--- src/rtl/ethernet_fake_transmitter.sv ---
// Free-running Ethernet II / IPv4 / UDP frame source on a 64-bit AXI4-Stream master.
// No backpressure: each frame is a burst of back-to-back beats followed by a fixed idle gap.
module ethernet_fake_transmitter #(
   parameter logic [47:0] DST_MAC     = 48'h211abcdef112,
   parameter logic [47:0] SRC_MAC     = 48'h020000000001,
   parameter logic [31:0] DST_IP      = 32'hC0000186,
   parameter logic [31:0] SRC_IP      = 32'hC0000101,
   parameter logic [15:0] SRC_PORT    = 16'h04D2,
   parameter logic [15:0] DST_PORT    = 16'h1388,
   parameter int unsigned PAYLOAD_LEN = 18,
   parameter int unsigned GAP_CYCLES  = 12
) (
   input  logic        i_clk,
   input  logic        i_reset,
   output logic        o_tx_axis_tvalid,
   output logic [63:0] o_tx_axis_tdata,
   output logic        o_tx_axis_tlast,
   output logic [7:0]  o_tx_axis_tkeep
);

   localparam int unsigned HDR_LEN   = 42;
   localparam int unsigned FRAME_LEN = HDR_LEN + PAYLOAD_LEN;
   localparam int unsigned NUM_BEATS = (FRAME_LEN + 7) / 8;
   localparam logic [15:0] IP_LEN    = 16'(28 + PAYLOAD_LEN);
   localparam logic [15:0] UDP_LEN   = 16'(8 + PAYLOAD_LEN);
   localparam logic [7:0]  LAST_BEAT = 8'(NUM_BEATS - 1);
   localparam logic [15:0] GAP_LAST  = 16'(GAP_CYCLES - 1);

   // Sum of every IP header word except identification and checksum
   localparam logic [19:0] CSUM_FIXED = 20'h04500 + {4'h0, IP_LEN} + 20'h04000 + 20'h04011
                                      + {4'h0, SRC_IP[31:16]} + {4'h0, SRC_IP[15:0]}
                                      + {4'h0, DST_IP[31:16]} + {4'h0, DST_IP[15:0]};

   typedef enum logic {
      ST_GAP,
      ST_DATA
   } state_t;

   state_t       state, state_n;
   logic [15:0]  gap_cnt, gap_cnt_n;
   logic [7:0]   beat_idx, beat_idx_n;
   logic [15:0]  frame_cnt;
   logic [15:0]  ip_csum;
   logic [19:0]  csum_sum;
   logic [16:0]  csum_fold;
   logic [15:0]  csum_next;
   logic [335:0] hdr;
   logic [15:0]  byte_idx;
   logic [8:0]   hdr_off;
   logic [63:0]  beat_data;
   logic [7:0]   beat_keep;
   logic         beat_last;
   logic         tvalid_n;
   logic [63:0]  tdata_n;
   logic         tlast_n;
   logic [7:0]   tkeep_n;

   always_comb begin
      csum_sum  = CSUM_FIXED + {4'h0, frame_cnt};
      csum_fold = {1'b0, csum_sum[15:0]} + {13'h0, csum_sum[19:16]};
      csum_next = ~(csum_fold[15:0] + {15'h0, csum_fold[16]});
   end

   // Header packed with wire byte 0 in the most significant byte
   always_comb begin
      hdr = {DST_MAC, SRC_MAC, 16'h0800, 8'h45, 8'h00, IP_LEN, frame_cnt,
             16'h4000, 8'h40, 8'h11, ip_csum, SRC_IP, DST_IP,
             SRC_PORT, DST_PORT, UDP_LEN, 16'h0000};
   end

   always_comb begin
      beat_data = '0;
      beat_keep = '0;
      byte_idx  = '0;
      hdr_off   = '0;
      beat_last = (beat_idx == LAST_BEAT);
      for (int unsigned j = 0; j < 8; j++) begin
         byte_idx = {5'b0, beat_idx, 3'b0} + 16'(j);
         hdr_off  = 9'((HDR_LEN - 1 - 32'(byte_idx)) * 8);
         if (byte_idx < 16'(HDR_LEN)) begin
            beat_data[8*j +: 8] = hdr[hdr_off +: 8];
            beat_keep[j]        = 1'b1;
         end else if (byte_idx < 16'(FRAME_LEN)) begin
            beat_data[8*j +: 8] = frame_cnt[7:0] + 8'(byte_idx - 16'(HDR_LEN));
            beat_keep[j]        = 1'b1;
         end
      end
   end

   always_comb begin
      state_n    = state;
      gap_cnt_n  = gap_cnt;
      beat_idx_n = beat_idx;
      tvalid_n   = 1'b0;
      tdata_n    = '0;
      tlast_n    = 1'b0;
      tkeep_n    = '0;
      case (state)
         ST_GAP: begin
            if (gap_cnt == GAP_LAST) begin
               state_n   = ST_DATA;
               gap_cnt_n = '0;
            end else begin
               gap_cnt_n = gap_cnt + 16'd1;
            end
         end
         ST_DATA: begin
            tvalid_n = 1'b1;
            tdata_n  = beat_data;
            tkeep_n  = beat_keep;
            tlast_n  = beat_last;
            if (beat_last) begin
               state_n    = ST_GAP;
               beat_idx_n = '0;
            end else begin
               beat_idx_n = beat_idx + 8'd1;
            end
         end
         default: state_n = ST_GAP;
      endcase
   end

   always_ff @(posedge i_clk) begin
      if (i_reset) begin
         state            <= ST_GAP;
         gap_cnt          <= '0;
         beat_idx         <= '0;
         o_tx_axis_tvalid <= 1'b0;
         o_tx_axis_tdata  <= '0;
         o_tx_axis_tlast  <= 1'b0;
         o_tx_axis_tkeep  <= '0;
      end else begin
         state            <= state_n;
         gap_cnt          <= gap_cnt_n;
         beat_idx         <= beat_idx_n;
         o_tx_axis_tvalid <= tvalid_n;
         o_tx_axis_tdata  <= tdata_n;
         o_tx_axis_tlast  <= tlast_n;
         o_tx_axis_tkeep  <= tkeep_n;
      end
   end

   always_ff @(posedge i_clk) begin
      if (i_reset) begin
         frame_cnt <= '0;
      end else if (state == ST_DATA && beat_last) begin
         frame_cnt <= frame_cnt + 16'd1;
      end
   end

   // Refreshed throughout the gap so it tracks the counter of the frame about to start
   always_ff @(posedge i_clk) begin
      if (i_reset) begin
         ip_csum <= '0;
      end else if (state == ST_GAP) begin
         ip_csum <= csum_next;
      end
   end

endmodule

--- config.mk ---
export PLATFORM = sky130hd
export DESIGN_NAME = ethernet_fake_transmitter
export DESIGN_NICKNAME = d
export VERILOG_FILES = /design/src/rtl/ethernet_fake_transmitter.sv
export SDC_FILE = /design/constraint.sdc
export NUM_CORES = 1
export LEC_CHECK = 0
export CORE_ASPECT_RATIO = 1.75
export CORE_MARGIN = 5
export CORE_UTILIZATION = 57
export CTS_CLUSTER_DIAMETER = 40
export DETAILED_ROUTE_END_ITERATION = 6
export PLACE_DENSITY = 0.81
export SYNTH_ARGS = -nofsm -noshare
export SYNTH_HDL_FRONTEND = slang
export SYNTH_SLANG_ARGS = --single-unit
--- constraint.sdc ---
create_clock -name i_clk -period 4.6 [get_ports i_clk]
set_input_delay 1.15 -clock i_clk [delete_from_list [all_inputs] [get_ports i_clk]]
set_output_delay 1.15 -clock i_clk [all_outputs]
set_load 0.005 [all_outputs]
### Word-level counts from Yosys, hierarchy flattened

Cells that the tools add are included.

| operators by class | value |
|---|---|
| magnitude comparators | 16 |
| add/subtract/negate cells | 37 |
| muxes and demuxes | 38 |
| shifts and indexed selects | 8 |
| bitwise gates (word level) | 2 |
| eq/ne operators | 2 |
| reductions and logical operators | 2 |

Operator list:

| kind | number |
|---|---|
| $shiftx A336 B10 Y8 | 8 |
| $lt A12 B6 Y1 const B | 14 |
| $mux W8 | 17 |
| $add A8 B8 Y8 | 8 |
| $sub A8 B6 Y8 const B | 8 |
| $add A11 B3 Y12 const B | 4 |
| $sub A6 B6 Y6 const A | 8 |
| $add A16 B1 Y16 const B | 2 |
| $add A11 B2 Y12 const B | 2 |
| $lt A11 B6 Y1 const B | 2 |
| $add A18 B16 Y19 const A | 1 |
| $mux W1 | 19 |
| $add A16 B3 Y17 | 1 |
| $add A16 B1 Y16 | 1 |
| $eq A16 B4 Y1 const B | 1 |
| $mux W16 | 1 |
| $not A16 Y16 | 1 |
| $add A11 B1 Y12 const B | 1 |
| $add A8 B1 Y8 const B | 1 |
| $eq A8 B3 Y1 const B | 1 |
| $pmux W1 S2 | 1 |
| $reduce_or A2 Y1 | 1 |
| $logic_and A1 B1 Y1 | 1 |
| $not A1 Y1 | 1 |

| word-level totals | value |
|---|---|
| logic and storage cells | 114 |
| register bits after elaboration | 131 |
| output and inout port bits | 74 |

### Logic depth before layout (Yosys ltp)

| logic depth | value |
|---|---|
| depth in word-level cells | 5 |
| mapped depth | 21 |

### Worst setup path before layout

Ideal clock, no wire load.

| path | value |
|---|---|
| path type | register -> register |
| from | reg frame_cnt[2] |
| to | reg ip_csum[15] |
| required time | 4.473 ns |
| setup time | 0.127 ns |
| stages on the path, launching flop included | 21 |
| path buffers | 1 |
| setup slack | 0.435 ns |
| arrival | 4.038 ns |
| cell sequence | dfxtp_1 buf_2 o2111a_1 o31ai_1 a21boi_0 ha_1 inv_1 ha_1 nor2_1 and4_1 nand3_1 nor2_1 and4_1 ha_1 and3_1 and3_1 o31ai_1 nor3_1 nand4b_1 and3_1 or3b_1 |

| between the ends | value |
|---|---|
| longest elaborated chain between the ends | 4 |

RTL lines:

| item | line | text |
|---|---|---|
| start, declared | 42 | `logic [15:0] frame_cnt;` |
| start signal, assigned | 147 | `frame_cnt <= frame_cnt + 16'd1;` |
| $add A18 B16 Y19 | 59 | `csum_sum = CSUM_FIXED + {4'h0, frame_cnt};` |
| $add A16 B3 Y17 | 60 | `csum_fold = {1'b0, csum_sum[15:0]} + {13'h0, csum_sum[19:16]};` |
| $add A16 B1 Y16 | 61 | `csum_next = ~(csum_fold[15:0] + {15'h0, csum_fold[16]});` |
| $not A16 Y16 | 61 |  |
| end signal, assigned | 156 | `ip_csum <= csum_next;` |
| end, declared | 43 | `logic [15:0] ip_csum;` |

No other way between the ends.
A chain may end at the register's enable or synchronous reset.

### Worst setup path in the final report

| path | value |
|---|---|
| from | reg frame_cnt[8] |
| to | reg ip_csum[15] |

The elaborated chain is that of the path after synthesis.

==> key figures <==
Outcome
  • Status: finished, final reports clean

Yosys
  • Top FF cell, synth: dfxtp_1
  • Cells after Synth: 837
  • Yosys warns: 0
  • Mapped cell area: 0.00693 mm2
  • EDFF count, synth: 0
  • Ys async rst share: 0%
  • Net count after synthesis: 882
  • Fraction of the yosys area taken by sequential cells: 36.7%
  • Count of cell types in the netlist: 66
  • Syn avg cell area: 8.28 um2
  • Flops & latches, synth: 127

Pwr
  • Maximum VDD drop: 252 uV
  • Tot Pwr: 2.42 mW
  • Pleak: 3.30 nW
  • PD cells: 289 mW/mm2

Worst hold path
  • Hold WC Path Type: register to register

Placed design
  • Placed inst area: 0.00780 mm2
  • Routability Congestion: 0.973
  • Post-Place Worst Slack: 291 ps
  • Final HPWL DP: 14600 um
  • I/O Buffers: 75

Cells and area
  • Number of diodes: 0
  • Share of cells above drive strength 1: 7.57%
  • Final core occ: 69.7%
  • Area grow syn2layout: 20.8%
  • Post-route cell area: 0.00837 mm2
  • Filler cells: 955
  • Final net count: 945

Drt
  • Routed vias: 6337
  • Vias/cell: 5.89
  • WL/cell: 18.6 um
  • Drt first-iter violations: 639
  • # DRC: 0
  • Routed WL: 20000 um
  • DR pass1 iterations: 6
  • Post-route ant nets: 0

Die
  • Die width: 93.3 um
  • Total core area: 0.0120 mm2
  • Die Y: 156 um
  • Row cnt: 53
  • Starting Density: 57.7%
  • I/O pin total: 76
  • Die area: 0.0145 mm2

Setup path
  • Setup CP Type: register to register
  • Worst path slowest cell: dfxtp_1
  • Arrival @ worst endpoint: 4580 ps
  • Setup crit end kind: register
  • Startpoint types: register
  • Worst Path Required: 4910 ps
  • Max stage delay on crit path: 510 ps
  • CP cell instances: or4_1 -> o31ai_2 -> a21boi_0 -> ha_1 -> inv_1 -> ha_1 -> nor2_2 -> and4_1 -> nand3_1 -> nor2_1 -> and4_1 -> ha_1 -> and3_1 -> and3_1 -> o31ai_1 -> nor3_1 -> nand4b_1 -> and3_1 -> or3b_1
  • Top Family by Delay on Critical Path: simple AND/OR/NAND/NOR gates
  • Crit-path max FO: 9
  • Buffers and inverters on the worst path: 1

Clock network
  • CTS root buf: clkbuf_16
  • CTS-repair resized insts: 0
  • Post-CTS Hold Buffers: 0
  • CTS Sinks: 127
  • CTS buffer count: 17
  • Skew-Pair Late Insertion Delay: 420 ps
  • CTS tree: done
  • CTS max path bufs: 2
  • CTS clk-pin slew, worst paths: 60 ps
  • Post-CTS Setup Inserts: 0
  • H-tree depth: 4

STA
  • Max Clock Skew: 14.4 ps
  • Max Fclk: 234 MHz
  • Tightest Pin Transition: 1140 ps
  • Final worst-path cycle share: 92.8%
  • Hold Fails Final Rpt: 0
  • Slew Limit Fails: 0
  • Max_slew headroom: 23.5%
  • RSZ-0062 raised after global routing: false
  • Final setup viols: 0
  • Setup_tns: 0 ps
  • Slack of the critical path: 330 ps
  • Post-layout minimum cycle time: 4270 ps

Global route
  • Vias in the first global route: 6345
  • Initial antenna violation count: 0
  • Total GRT Usage: 28.7%
  • Pin count of the biggest net entering global routing: 40
  • First-pass GRT wire length: 32400 um
  • Remaining global-route overflow: 0

Job
  • Max-cap violations: 0
==> sequential cells by signal, indices dropped and copies added, names as in the netlist <==
register	flops
o_tx_axis_tdata	64
frame_cnt	16
gap_cnt	16
ip_csum	16
beat_idx	8
o_tx_axis_tkeep	4
o_tx_axis_tlast	1
o_tx_axis_tvalid	1
state	1
==> cell families (layout without fill, tap and decap cells) <==
family / Yosys count / after routing / synth area share (%)
simple gates: 300 / 300 / 21.0
buf+inv: 86 / 160 / 5.29
compound gates: 183 / 183 / 16.3
fa+ha+maj: 43 / 43 / 8.31
mux: 1 / 1 / 0.144
flops: 127 / 127 / 36.7
xor+xnor: 97 / 97 / 12.3
==> report_power, final <==
group | internal (mW) | switching (mW) | total [mW] | leakage [nW]
logic | 0.00866 | 0.0149 | 0.0236 | 2.01
registers | 1.11 | 0.00557 | 1.11 | 1.03
clock network | 0.802 | 0.483 | 1.29 | 0.260
total | 1.92 | 0.504 | 2.42 | 3.30
==> through the flow <==
stage / instances / hold slack (ps)
final: 1076 / 494
after global routing: 1076 / 502
after CTS: 1076 / 488
after detailed placement: 1046 / 462
after global placement: 1046 / 450
after floorplan: 837 / 436
==> cells in the final DEF (no fill, tap or decap), types with 10 or more instances in the layout <==
cell type / synthesis / final
o21ai_0: 44 / 44
nand2_1: 68 / 68
nor3_1: 20 / 20
nor2_1: 103 / 102
clkdlybuf4s50_1: 0 / 75
xor2_1: 35 / 35
xnor2_1: 62 / 62
a21oi_1: 70 / 70
and3_1: 16 / 16
inv_1: 33 / 33
ha_1: 38 / 38
buf_4: 6 / 19
nand4_1: 10 / 10
dfxtp_1: 127 / 125
nand3_1: 26 / 26
clkbuf_16: 0 / 17
==> synthesized netlist by cell type (5+ instances only) <==
master	instances	area (um2)
clkbuf_1	33	124
inv_1	33	124
nor2b_1	8	50.1
a21o_1	7	52.6
a31oi_1	8	50.1
o22ai_1	8	50.1
a211oi_1	5	37.5
a21oi_1	70	350
dfxtp_1	127	2540
fa_1	5	100
nand2_1	68	255
nand4_1	10	62.6
and3_1	16	100
xnor2_1	62	543
and2_1	7	43.8
a22oi_1	8	60.1
buf_4	6	45.0
xor2_1	35	307
nand3_1	26	130
nor2_1	103	387
nor3_1	20	100
o31ai_1	5	37.5
nor4_1	5	31.3
or3_1	6	37.5
ha_1	38	475
o21ai_0	44	220
buf_2	5	25.0
==> layout make-up <==
class                      count  area (um2)  share of cell area (%)
clock inverter                10         116                    1.39
multi-input combinational    624        4030                    48.1
timing repair buffer          94         893                    10.7
clock buffer                  20         447                    5.34
inverter                      36         135                    1.61
sequential                   127        2540                    30.4
tap                          165         206                    2.47
==> per-layer routing <==
metal,routed length [um],GRT usage [%],share of wire (%),up-vias
met5,0,0,0,-
met4,1510,21.7,7.6,0
met3,1260,5.26,6.3,123
met2,10100,49.7,51,345
met1,7060,30.2,35,2880
li1,-,-,-,2989
==> worst register-to-register path, delay by kind of cell, from the launching register on <==
kind	cells	cell delay [ps]
flops	1	510
fa+ha+maj	3	570
buf+inv	1	50
compound gates	3	430
simple gates	12	2590
==> path summary, 6_finish.rpt <==
check | startpoint | to | slack, ps | cells past startpoint
worst max-delay path | frame_cnt[8] | ip_csum[15] | 330 | 19
worst min-delay path | ip_csum[3] | ip_csum[3] | 490 | 2
worst max register to register | frame_cnt[8] | ip_csum[15] | 330 | 19
worst min register to register | ip_csum[3] | ip_csum[3] | 490 | 2
(Power assumes the default switching activity.)
